[src/rtl/ssd_pkg.sv]
// Shared constants and helpers for the multiplexed seven-segment scan controller.
// Segment patterns are active-high in gfedcba order; polarity is applied at the outputs.
package ssd_pkg;

  // All segments dark, in active-high form
  localparam logic [6:0] SEG_OFF = 7'b0000000;

  // Hex digit glyphs 0..F, bit 6 = g ... bit 0 = a
  localparam logic [6:0] SEG_HEX [16] = '{
    7'b0111111,  // 0
    7'b0000110,  // 1
    7'b1011011,  // 2
    7'b1001111,  // 3
    7'b1100110,  // 4
    7'b1101101,  // 5
    7'b1111101,  // 6
    7'b0000111,  // 7
    7'b1111111,  // 8
    7'b1101111,  // 9
    7'b1110111,  // A
    7'b1111100,  // b
    7'b0111001,  // C
    7'b1011110,  // d
    7'b1111001,  // E
    7'b1110001   // F
  };

  // Clocks per digit dwell; never below 1 so the prescaler always has a legal range
  function automatic int calcDiv(input int clkHz, input int scanHz);
    int d;
    if (scanHz <= 0) begin
      return 1;
    end
    d = clkHz / scanHz;
    return (d < 1) ? 1 : d;
  endfunction

endpackage

[src/rtl/ssd_hex_decode.sv]
// Nibble to active-high seven-segment pattern (gfedcba).
module ssd_hex_decode
  import ssd_pkg::*;
(
  input  logic [3:0] i_nibble,
  output logic [6:0] o_seg
);

  assign o_seg = SEG_HEX[i_nibble];

endmodule

[src/rtl/ssd_scan_ctrl.sv]
// N-digit multiplexed seven-segment scan controller with double-buffered data,
// frame-boundary display update, leading-zero blanking and output polarity control.
// Optional blink support is compiled in when SSD_BLINK_EN is defined.
module ssd_scan_ctrl
  import ssd_pkg::*;
#(
`ifdef SSD_BLINK_EN
  parameter int BLINK_FRAMES = 250,
`endif
  parameter int NUM_DIGITS  = 4,
  parameter int CLK_HZ      = 5000000,
  parameter int SCAN_HZ     = 1000,
  parameter int SEG_ACT_LOW = 1,
  parameter int SEL_ACT_LOW = 1
) (
`ifdef SSD_BLINK_EN
  input  logic [NUM_DIGITS-1:0]   blink_mask,
`endif
  input  logic                    clk,
  input  logic                    rst,
  input  logic [4*NUM_DIGITS-1:0] data_in,
  input  logic [NUM_DIGITS-1:0]   dp_in,
  input  logic                    load,
  input  logic                    lz_blank_en,
  output logic [6:0]              seg,
  output logic                    dp,
  output logic [NUM_DIGITS-1:0]   sel,
  output logic                    frame_done
);

  localparam int DIV = calcDiv(CLK_HZ, SCAN_HZ);
  localparam int PW  = (DIV > 1) ? $clog2(DIV) : 1;
  localparam int IW  = (NUM_DIGITS > 1) ? $clog2(NUM_DIGITS) : 1;

  localparam logic [PW-1:0]         PRESC_LAST = PW'(DIV - 1);
  localparam logic [IW-1:0]         IDX_LAST   = IW'(NUM_DIGITS - 1);
  localparam logic [6:0]            SEG_INV    = (SEG_ACT_LOW != 0) ? 7'h7F : 7'h00;
  localparam logic                  DP_INV     = (SEG_ACT_LOW != 0);
  localparam logic [NUM_DIGITS-1:0] SEL_INV    = (SEL_ACT_LOW != 0) ? '1 : '0;

  logic [PW-1:0]           r_presc;
  logic [IW-1:0]           r_idx;
  logic                    r_frameDone;
  logic [4*NUM_DIGITS-1:0] r_shadowData;
  logic [NUM_DIGITS-1:0]   r_shadowDp;
  logic [4*NUM_DIGITS-1:0] r_dispData;
  logic [NUM_DIGITS-1:0]   r_dispDp;
  logic                    r_pending;
  logic [6:0]              r_seg;
  logic                    r_dp;
  logic [NUM_DIGITS-1:0]   r_sel;

  logic                    w_tick;
  logic                    w_wrap;
  logic [NUM_DIGITS-1:0]   w_lzBlank;
  logic                    w_lzRun;
  logic [NUM_DIGITS-1:0]   w_digitBlank;
  logic [3:0]              w_nib;
  logic                    w_dpReq;
  logic                    w_blank;
  logic [NUM_DIGITS-1:0]   w_selOh;
  logic [6:0]              w_segDec;

  assign w_tick = (r_presc == PRESC_LAST);
  assign w_wrap = w_tick && (r_idx == IDX_LAST);

  // Prescaler: free-running 0..DIV-1, tick marks the last count of each dwell
  always_ff @(posedge clk) begin
    if (rst) begin
      r_presc <= '0;
    end else if (w_tick) begin
      r_presc <= '0;
    end else begin
      r_presc <= r_presc + 1'b1;
    end
  end

  // Digit index advances on each tick; the wrap raises a one-cycle frame pulse
  always_ff @(posedge clk) begin
    if (rst) begin
      r_idx       <= '0;
      r_frameDone <= 1'b0;
    end else begin
      r_frameDone <= w_wrap;
      if (w_tick) begin
        r_idx <= (r_idx == IDX_LAST) ? '0 : r_idx + 1'b1;
      end
    end
  end

  // Double buffer: loads go to the shadow, display only changes at a frame wrap
  always_ff @(posedge clk) begin
    if (rst) begin
      r_shadowData <= '0;
      r_shadowDp   <= '0;
      r_dispData   <= '0;
      r_dispDp     <= '0;
      r_pending    <= 1'b0;
    end else if (load && w_wrap) begin
      r_shadowData <= data_in;
      r_shadowDp   <= dp_in;
      r_dispData   <= data_in;
      r_dispDp     <= dp_in;
      r_pending    <= 1'b0;
    end else if (load) begin
      r_shadowData <= data_in;
      r_shadowDp   <= dp_in;
      r_pending    <= 1'b1;
    end else if (w_wrap && r_pending) begin
      r_dispData   <= r_shadowData;
      r_dispDp     <= r_shadowDp;
      r_pending    <= 1'b0;
    end
  end

  // Leading-zero mask: walk down from the top digit until a nonzero nibble or a dp
  always_comb begin
    w_lzBlank = '0;
    w_lzRun   = lz_blank_en;
    for (int i = NUM_DIGITS - 1; i >= 1; i--) begin
      if (w_lzRun && (r_dispData[4*i +: 4] == 4'h0) && !r_dispDp[i]) begin
        w_lzBlank[i] = 1'b1;
      end else begin
        w_lzRun = 1'b0;
      end
    end
  end

`ifdef SSD_BLINK_EN
  localparam int BW = (BLINK_FRAMES > 1) ? $clog2(BLINK_FRAMES) : 1;

  logic [BW-1:0] r_blinkCnt;
  logic          r_blinkOn;

  // Blink phase flips after every BLINK_FRAMES completed frames, starting in the on phase
  always_ff @(posedge clk) begin
    if (rst) begin
      r_blinkCnt <= '0;
      r_blinkOn  <= 1'b1;
    end else if (r_frameDone) begin
      if (r_blinkCnt == BW'(BLINK_FRAMES - 1)) begin
        r_blinkCnt <= '0;
        r_blinkOn  <= ~r_blinkOn;
      end else begin
        r_blinkCnt <= r_blinkCnt + 1'b1;
      end
    end
  end

  assign w_digitBlank = w_lzBlank | (r_blinkOn ? '0 : blink_mask);
`else
  assign w_digitBlank = w_lzBlank;
`endif

  // Select the active digit's nibble, dp request, blank flag and one-hot enable
  always_comb begin
    w_nib   = '0;
    w_dpReq = 1'b0;
    w_blank = 1'b0;
    w_selOh = '0;
    for (int i = 0; i < NUM_DIGITS; i++) begin
      if (r_idx == IW'(i)) begin
        w_nib      = r_dispData[4*i +: 4];
        w_dpReq    = r_dispDp[i];
        w_blank    = w_digitBlank[i];
        w_selOh[i] = 1'b1;
      end
    end
  end

  ssd_hex_decode u_hexDecode (
    .i_nibble (w_nib),
    .o_seg    (w_segDec)
  );

  // Output registers: one cycle behind the index, polarity applied only here
  always_ff @(posedge clk) begin
    if (rst) begin
      r_seg <= SEG_OFF ^ SEG_INV;
      r_dp  <= DP_INV;
      r_sel <= SEL_INV;
    end else begin
      r_seg <= (w_blank ? SEG_OFF : w_segDec) ^ SEG_INV;
      r_dp  <= (w_dpReq && !w_blank) ^ DP_INV;
      r_sel <= w_selOh ^ SEL_INV;
    end
  end

  assign seg        = r_seg;
  assign dp         = r_dp;
  assign sel        = r_sel;
  assign frame_done = r_frameDone;

endmodule

[config.mk]
export PLATFORM = sky130hd
export DESIGN_NAME = ssd_scan_ctrl
export DESIGN_NICKNAME = d
export VERILOG_FILES = /design/src/rtl/ssd_pkg.sv /design/src/rtl/ssd_hex_decode.sv /design/src/rtl/ssd_scan_ctrl.sv
export SDC_FILE = /design/constraint.sdc
export NUM_CORES = 1
export LEC_CHECK = 0
export BUFFER_PORTS_ARGS = -buffer_cell sky130_fd_sc_hd__buf_2
export CORE_UTILIZATION = 50
export DETAILED_ROUTE_END_ITERATION = 10
export PLACE_DENSITY = 0.81
export SETUP_SLACK_MARGIN = 0.02
export SYNTH_ARGS = -nofsm -noshare
export SYNTH_HDL_FRONTEND = slang
export SYNTH_SLANG_ARGS = --single-unit
[constraint.sdc]
create_clock -name clk -period 3.2 [get_ports clk]
set_input_delay 0.8 -clock clk [delete_from_list [all_inputs] [get_ports clk]]
set_output_delay 0.8 -clock clk [all_outputs]
set_load 0.02 [all_outputs]
# [After elaboration in Yosys (flattened, before gate mapping)]
# Memories as Yosys holds them, arrays and structs flattened.
# Index checks and enable logic that the tools add are counted.
[classes] n_addsub=2 magnitude_cmp=1 n_eq_ne=5 n_mux=36 bitwise_logic=4 reduce_logical=24
[op_table] op="$mux 16" n=5
[op_table] op="$mux 4" n=9
[op_table] op="$mux 7" n=3
[op_table] op="$mux 1" n=18
[op_table] op="$add 13x1->13 const B" n=1
[op_table] op="$eq 13x13->1 const B" n=1
[op_table] op="$logic_not 4->1" n=3
[op_table] op="$logic_and 1x1->1" n=10
[op_table] op="$not 7->7" n=1
[op_table] op="$reduce_bool 2->1" n=3
[op_table] op="$ge 5x5->1 const B" n=1
[op_table] op="$not 4->5" n=1
[op_table] op="$eq 2x2->1 const B" n=2
[op_table] op="$logic_not 1->1" n=4
[op_table] op="$not 4->4" n=1
[op_table] op="$reduce_or 2->1" n=2
[op_table] op="$add 2x1->2 const B" n=1
[op_table] op="$eq 2x1->1 const B" n=1
[op_table] op="$logic_not 2->1" n=1
[op_table] op="$mux 2" n=1
[op_table] op="$ne 2x1->1 const B" n=1
[op_table] op="$reduce_and 2->1" n=1
[op_table] op="$not 1->1" n=1
[totals] ff_bits=69 rom_bits=112 input_bits=24 out_inout_bits=13 memories=1
[mem_list] memory="(name not given)" depth=16 width=7 rd=1 rd_clocked_by_memory_dff=0 wr=0 line_no="ssd_hex_decode.sv:9" rtl="assign o_seg = SEG_HEX[i_nibble];"

# [Depth between registers and ports, before layout]
[depth] word_depth=16 ltp_mapped=11 ltp_nobuf=10

# [Modules after synthesis]
# A second synthesis with hierarchy kept.
[unflattened] cells_unflattened=363 area_unflattened_um2=3229.3
[modules_own_cells] mod="ssd_scan_ctrl" instances=1 cells_each=330 area_each_um2=2939.1 seq_area_each_um2=1381.3
[modules_own_cells] mod="ssd_hex_decode" instances=1 cells_each=33 area_each_um2=290.3 seq_area_each_um2=0.0

# [Worst setup path before layout]
# Ideal clock, no wire load.
[synth_path] path_kind="reg-to-reg" from="reg r_idx[1]" to="reg r_seg[3], in the netlist seg[3]" setup_ns=0.138 arrival_time_ns=2.182 required_time_ns=3.062 path_slack_ns=0.881 stages_incl_launch_ff=12 path_buffers=1 synth_period_minus_slack_ns=2.319 cell_sequence="dfxtp_1 -> inv_1 -> ha_1 -> buf_2 -> nor2b_1 -> a221oi_1 -> o31ai_1 -> inv_1 -> ha_1 -> mux2i_1 -> mux2_2 -> nand2_1"
[synth_via] elab_chain_cells=11 word_cells_on_any_way=17 classes_between="eq/ne: 3; mux: 10; bitwise: 2; reduce/logical: 1; memory: 1"
[synth_lines] item="start, declared" line_no="ssd_scan_ctrl.sv:42" rtl="logic [IW-1:0] r_idx;"
[synth_lines] item="start signal, assigned" line_no="ssd_scan_ctrl.sv:86" rtl="r_idx <= (r_idx == IDX_LAST) ? '0 : r_idx + 1'b1;"
[synth_lines] item="$logic_not 2->1" line_no="ssd_scan_ctrl.sv:162" rtl="if (r_idx == IW'(i)) begin"
[synth_lines] item="$mux 4 (4 in a row)" line_no="ssd_scan_ctrl.sv:162"
[synth_lines] item="$not 4->5 (not written as such)" line_no="ssd_hex_decode.sv:9"
[synth_lines] item="$mem_v2 16x7"
[synth_lines] item="$mux 7 (not written as such) (2 in a row)" line_no="ssd_hex_decode.sv:9"
[synth_lines] item="$mux 7 *" line_no="ssd_scan_ctrl.sv:183" rtl="r_seg <= (w_blank ? SEG_OFF : w_segDec) ^ SEG_INV;"
[synth_lines] item="$not 7->7 (no line) *"
[synth_lines] item="end signal, assigned" line_no="ssd_scan_ctrl.sv:179" rtl="r_seg <= SEG_OFF ^ SEG_INV;"
[synth_lines] item="end signal, assigned" line_no="ssd_scan_ctrl.sv:183"
[synth_lines] item="end, declared" line_no="ssd_scan_ctrl.sv:49" rtl="logic [6:0] r_seg;"
# Every way passes the cells marked *; elsewhere a longest branch is shown, timed or not. The select of a mux whose other input is x is not followed.
# A chain may end at the register's enable or synchronous reset.

# [Final worst setup path]
# Ends and elaborated chain as after synthesis.

==> impl_metrics.py <==
metrics = {
    "status": {
        "status": "completed",
    },
    "floorplan": {
        "rows": 27,
        "pin_count": 37,
        "coreArea_mm2": 0.005642,
        "die_w_um": 79.27,
        "initial_core_util_pct": 52.92,
        "die_h_um": 79.27,
        "die_area_mm2": 0.006284,
    },
    "yosys": {
        "synthFlopType": "dfxtp_1",
        "synth_top_area_cell": "dfxtp_1",
        "synth_top_area_share_pct": 46.27,
        "synthTopCellsByArea": "dfxtp_1 46%, mux2i_1 8.4%, nor2_1 7.4%",
        "synth_seq_cells": 69,
        "synth_nets": 345,
        "synth_enable_flop_cells": 0,
        "synth-compound-area-share_pct": 14.75,
        "yosysSeqAreaShare_pct": 46.27,
        "syn_inst": 310,
        "yosysMostFrequentCell": "dfxtp_1",
        "synth_fa_ha_area_share_pct": 4.610,
        "async_flop_share_pct": 0,
        "synth_mux_area_share_pct": 8.759,
        "ys_types": 44,
        "synth_top_family_by_area": "simple AND/OR/NAND/NOR gates",
        "syn_area_per_cell_um2": 9.630,
        "yosysWarnings": 0,
        "ys_top_cells_by_count": "69 x dfxtp_1, 59 x nor2_1, 25 x mux2i_1",
        "syn-cell-area_mm2": 0.002985,
        "synth_xor_xnor_area_share_pct": 3.227,
        "synth-simple-area-share_pct": 18.11,
    },
    "timing": {
        "period_needed_ns": 2.794,
        "finalHoldViolations": 0,
        "fmax_mhz": 358.0,
        "worstMarginPinSlew_ns": 0.9258,
        "fin_crit_sh_pct": 87.30,
        "fin_worst_skew_ns": 0.006460,
        "fin_setup_tns_ns": 0,
        "rsz0062_at_grt": "false",
        "timing.slew.headroom_pct": 38.28,
        "setup_viol": 0,
        "drv_slew": 0,
        "whs_ns": 0.4485,
    },
    "grt": {
        "antenna_found_initial": 0,
        "grt.overflow.total": 0,
        "grt_pass1_vias": 2138,
        "grt_pass1_wl_um": 9363,
        "grt_max_degree": 52,
        "grt_use_total_pct": 19.57,
    },
    "route": {
        "initialDrtViolationCount": 92,
        "antenna_left": 0,
        "finalWirelength_um": 5573,
        "wire_per_inst_um": 13.30,
        "drt_pass1_iterations": 4,
        "drc": 0,
        "via_count": 2243,
        "viasPerCell": 5.353,
    },
    "min_path": {
        "hold_path.class": "register to register",
        "hold_start": "r_presc[0]$_SDFF_PP0_",
    },
    "job": {
        "drv_cap": 0,
    },
    "setup_path": {
        "worstPathMaxFanout": 11,
        "critPathCaptureType": "register",
        "arrival_ns": 3.00,
        "crit_family": "compound AO/OA/AOI/OAI gates",
        "crit_slowest_cell": "o31ai_1",
        "crit_type": "register to register",
        "max_stage_delay_ns": 0.65,
        "worstPathCellList": "inv_1 > ha_1 > nor2b_1 > a221oi_1 > o31ai_1 > inv_1 > ha_1 > mux2i_1 > mux2_2 > nand2_1",
        "crit_start": "r_idx[1]$_SDFFE_PP0P_",
        "cp_data_required_time_ns": 3.41,
        "r2r-start": "r_idx[1]$_SDFFE_PP0P_",
        "path_buf_inv": 2,
        "critPathLaunchType": "register",
    },
    "pwr": {
        "peakVddDrop_mv": 0.3636,
        "power_density_mw_per_mm2": 482.0,
        "leakage_uw": 0.001325,
    },
    "final_layout": {
        "final_nets": 377,
        "diodes": 0,
        "n_fill_cell": 494,
        "drive_gt1_share_pct": 19.02,
        "area_growth_pct": 12.62,
    },
    "clock_network": {
        "insertion_delay_ns": 0.35,
        "clockBufferDepth": 2,
        "numCtsBuffers": 9,
        "cts_sinks": 69,
        "tritoncts": "done",
        "clk_pin_slew_worst_paths_ns": 0.07,
        "cts_hold_buf": 0,
        "cts_root_buf": "clkbuf_8",
        "cts_max_level": 3,
        "postCtsSetupBuffers": 0,
        "postCtsResizedCells": 0,
    },
    "placement": {
        "portBuffers": 36,
        "dp_hpwl_um": 3945,
        "place_congestion": 0.7841,
    },
}
-- area by class of cell --
type / instances / area, um2 / share of cell area (%)
inverter: 9 / 33.78 / 1.005
timing repair buffer: 39 / 202.7 / 6.029
clock buffer: 12 / 155.1 / 4.615
clock inverter: 4 / 22.52 / 0.6699
multi-input combinational: 214 / 1476 / 43.92
tap: 72 / 90.09 / 2.680
sequential: 69 / 1381 / 41.09
-- registers in the layout (all words and copies together), names as in the netlist --
register	flops
r_dispData	16
r_shadowData	16
r_presc	13
seg	7
r_dispDp	4
r_shadowDp	4
sel	4
r_idx	2
dp	1
frame_done	1
r_pending	1
-- worst reg2reg max path: cells and delay by family (launching register included) --
family                   cells  cell delay [ns]
AO/OA/AOI/OAI                2             0.76
adder cells (fa/ha/maj)      2             0.59
buffers and inverters        2             0.28
flip-flops                   1             0.38
multiplexers                 2             0.39
AND/OR/NAND/NOR              2             0.26
-- power by group --
group / switching [uW] / internal, uW
Clock: 315 / 319
Combinational: 54.5 / 40.6
Sequential: 8.75 / 882
Total: 378 / 1240
-- layout by cell type (no fill, tap or decap), types with 4 or more instances in the layout --
cell / count
mux2i_1: 25
a21oi_1: 6
nand3_1: 7
nand2b_1: 6
a211oi_1: 9
xnor2_1: 5
o221ai_1: 4
a211oi_2: 8
nand2_1: 12
buf_2: 36
ha_1: 11
a22oi_1: 7
nor2b_1: 7
inv_1: 9
xor2_1: 6
dfxtp_1: 69
a22o_1: 8
nor2_1: 59
clkbuf_8: 11
-- layer usage --
metal,track usage [%],up-vias,share of wire (%)
met3,7.126,10,5.0
met2,31.81,59,47
met1,22.68,1017,46
met5,0,-,0
met4,9.455,0,2.1
li1,-,1157,-
-- path summary, 6_finish.rpt --
| check | endpoint | cells past startpoint | slack (ns) |
|---|---|---|---|
| setup / recovery | seg[3]$_SDFF_PP1_ | 10 | 0.41 |
| setup reg to reg | seg[3]$_SDFF_PP1_ | 10 | 0.41 |
| hold / removal | r_presc[0]$_SDFF_PP0_ | 1 | 0.45 |
| hold reg to reg | r_presc[0]$_SDFF_PP0_ | 1 | 0.45 |
-- metrics by stage --
| stage | util, % | cell area (um2) | std cells | setup WS (ns) | power, uW |
|---|---|---|---|---|---|
| 2_1_floorplan | - | 2985 | 310 | 0.8809 | 975.6 |
| 3_3_place_gp | 56.44 | 3184 | 403 | 0.7232 | 1004 |
| 3_5_place_dp | 56.44 | 3184 | 403 | 0.4553 | 1008 |
| 4_1_cts | 59.59 | 3362 | 419 | 0.4373 | 1633 |
| 5_1_grt | 59.59 | 3362 | 419 | 0.1430 | 1681 |
| 6_report | 59.59 | 3362 | 419 | 0.4065 | 1621 |
-- cell families after synthesis --
kind of cell	count (synthesis)
fa+ha+maj	11
buf+inv	27
mux	26
compound gates	54
flops	69
simple gates	112
xor+xnor	11
Note: power is estimated with default switching activity, not from simulation.
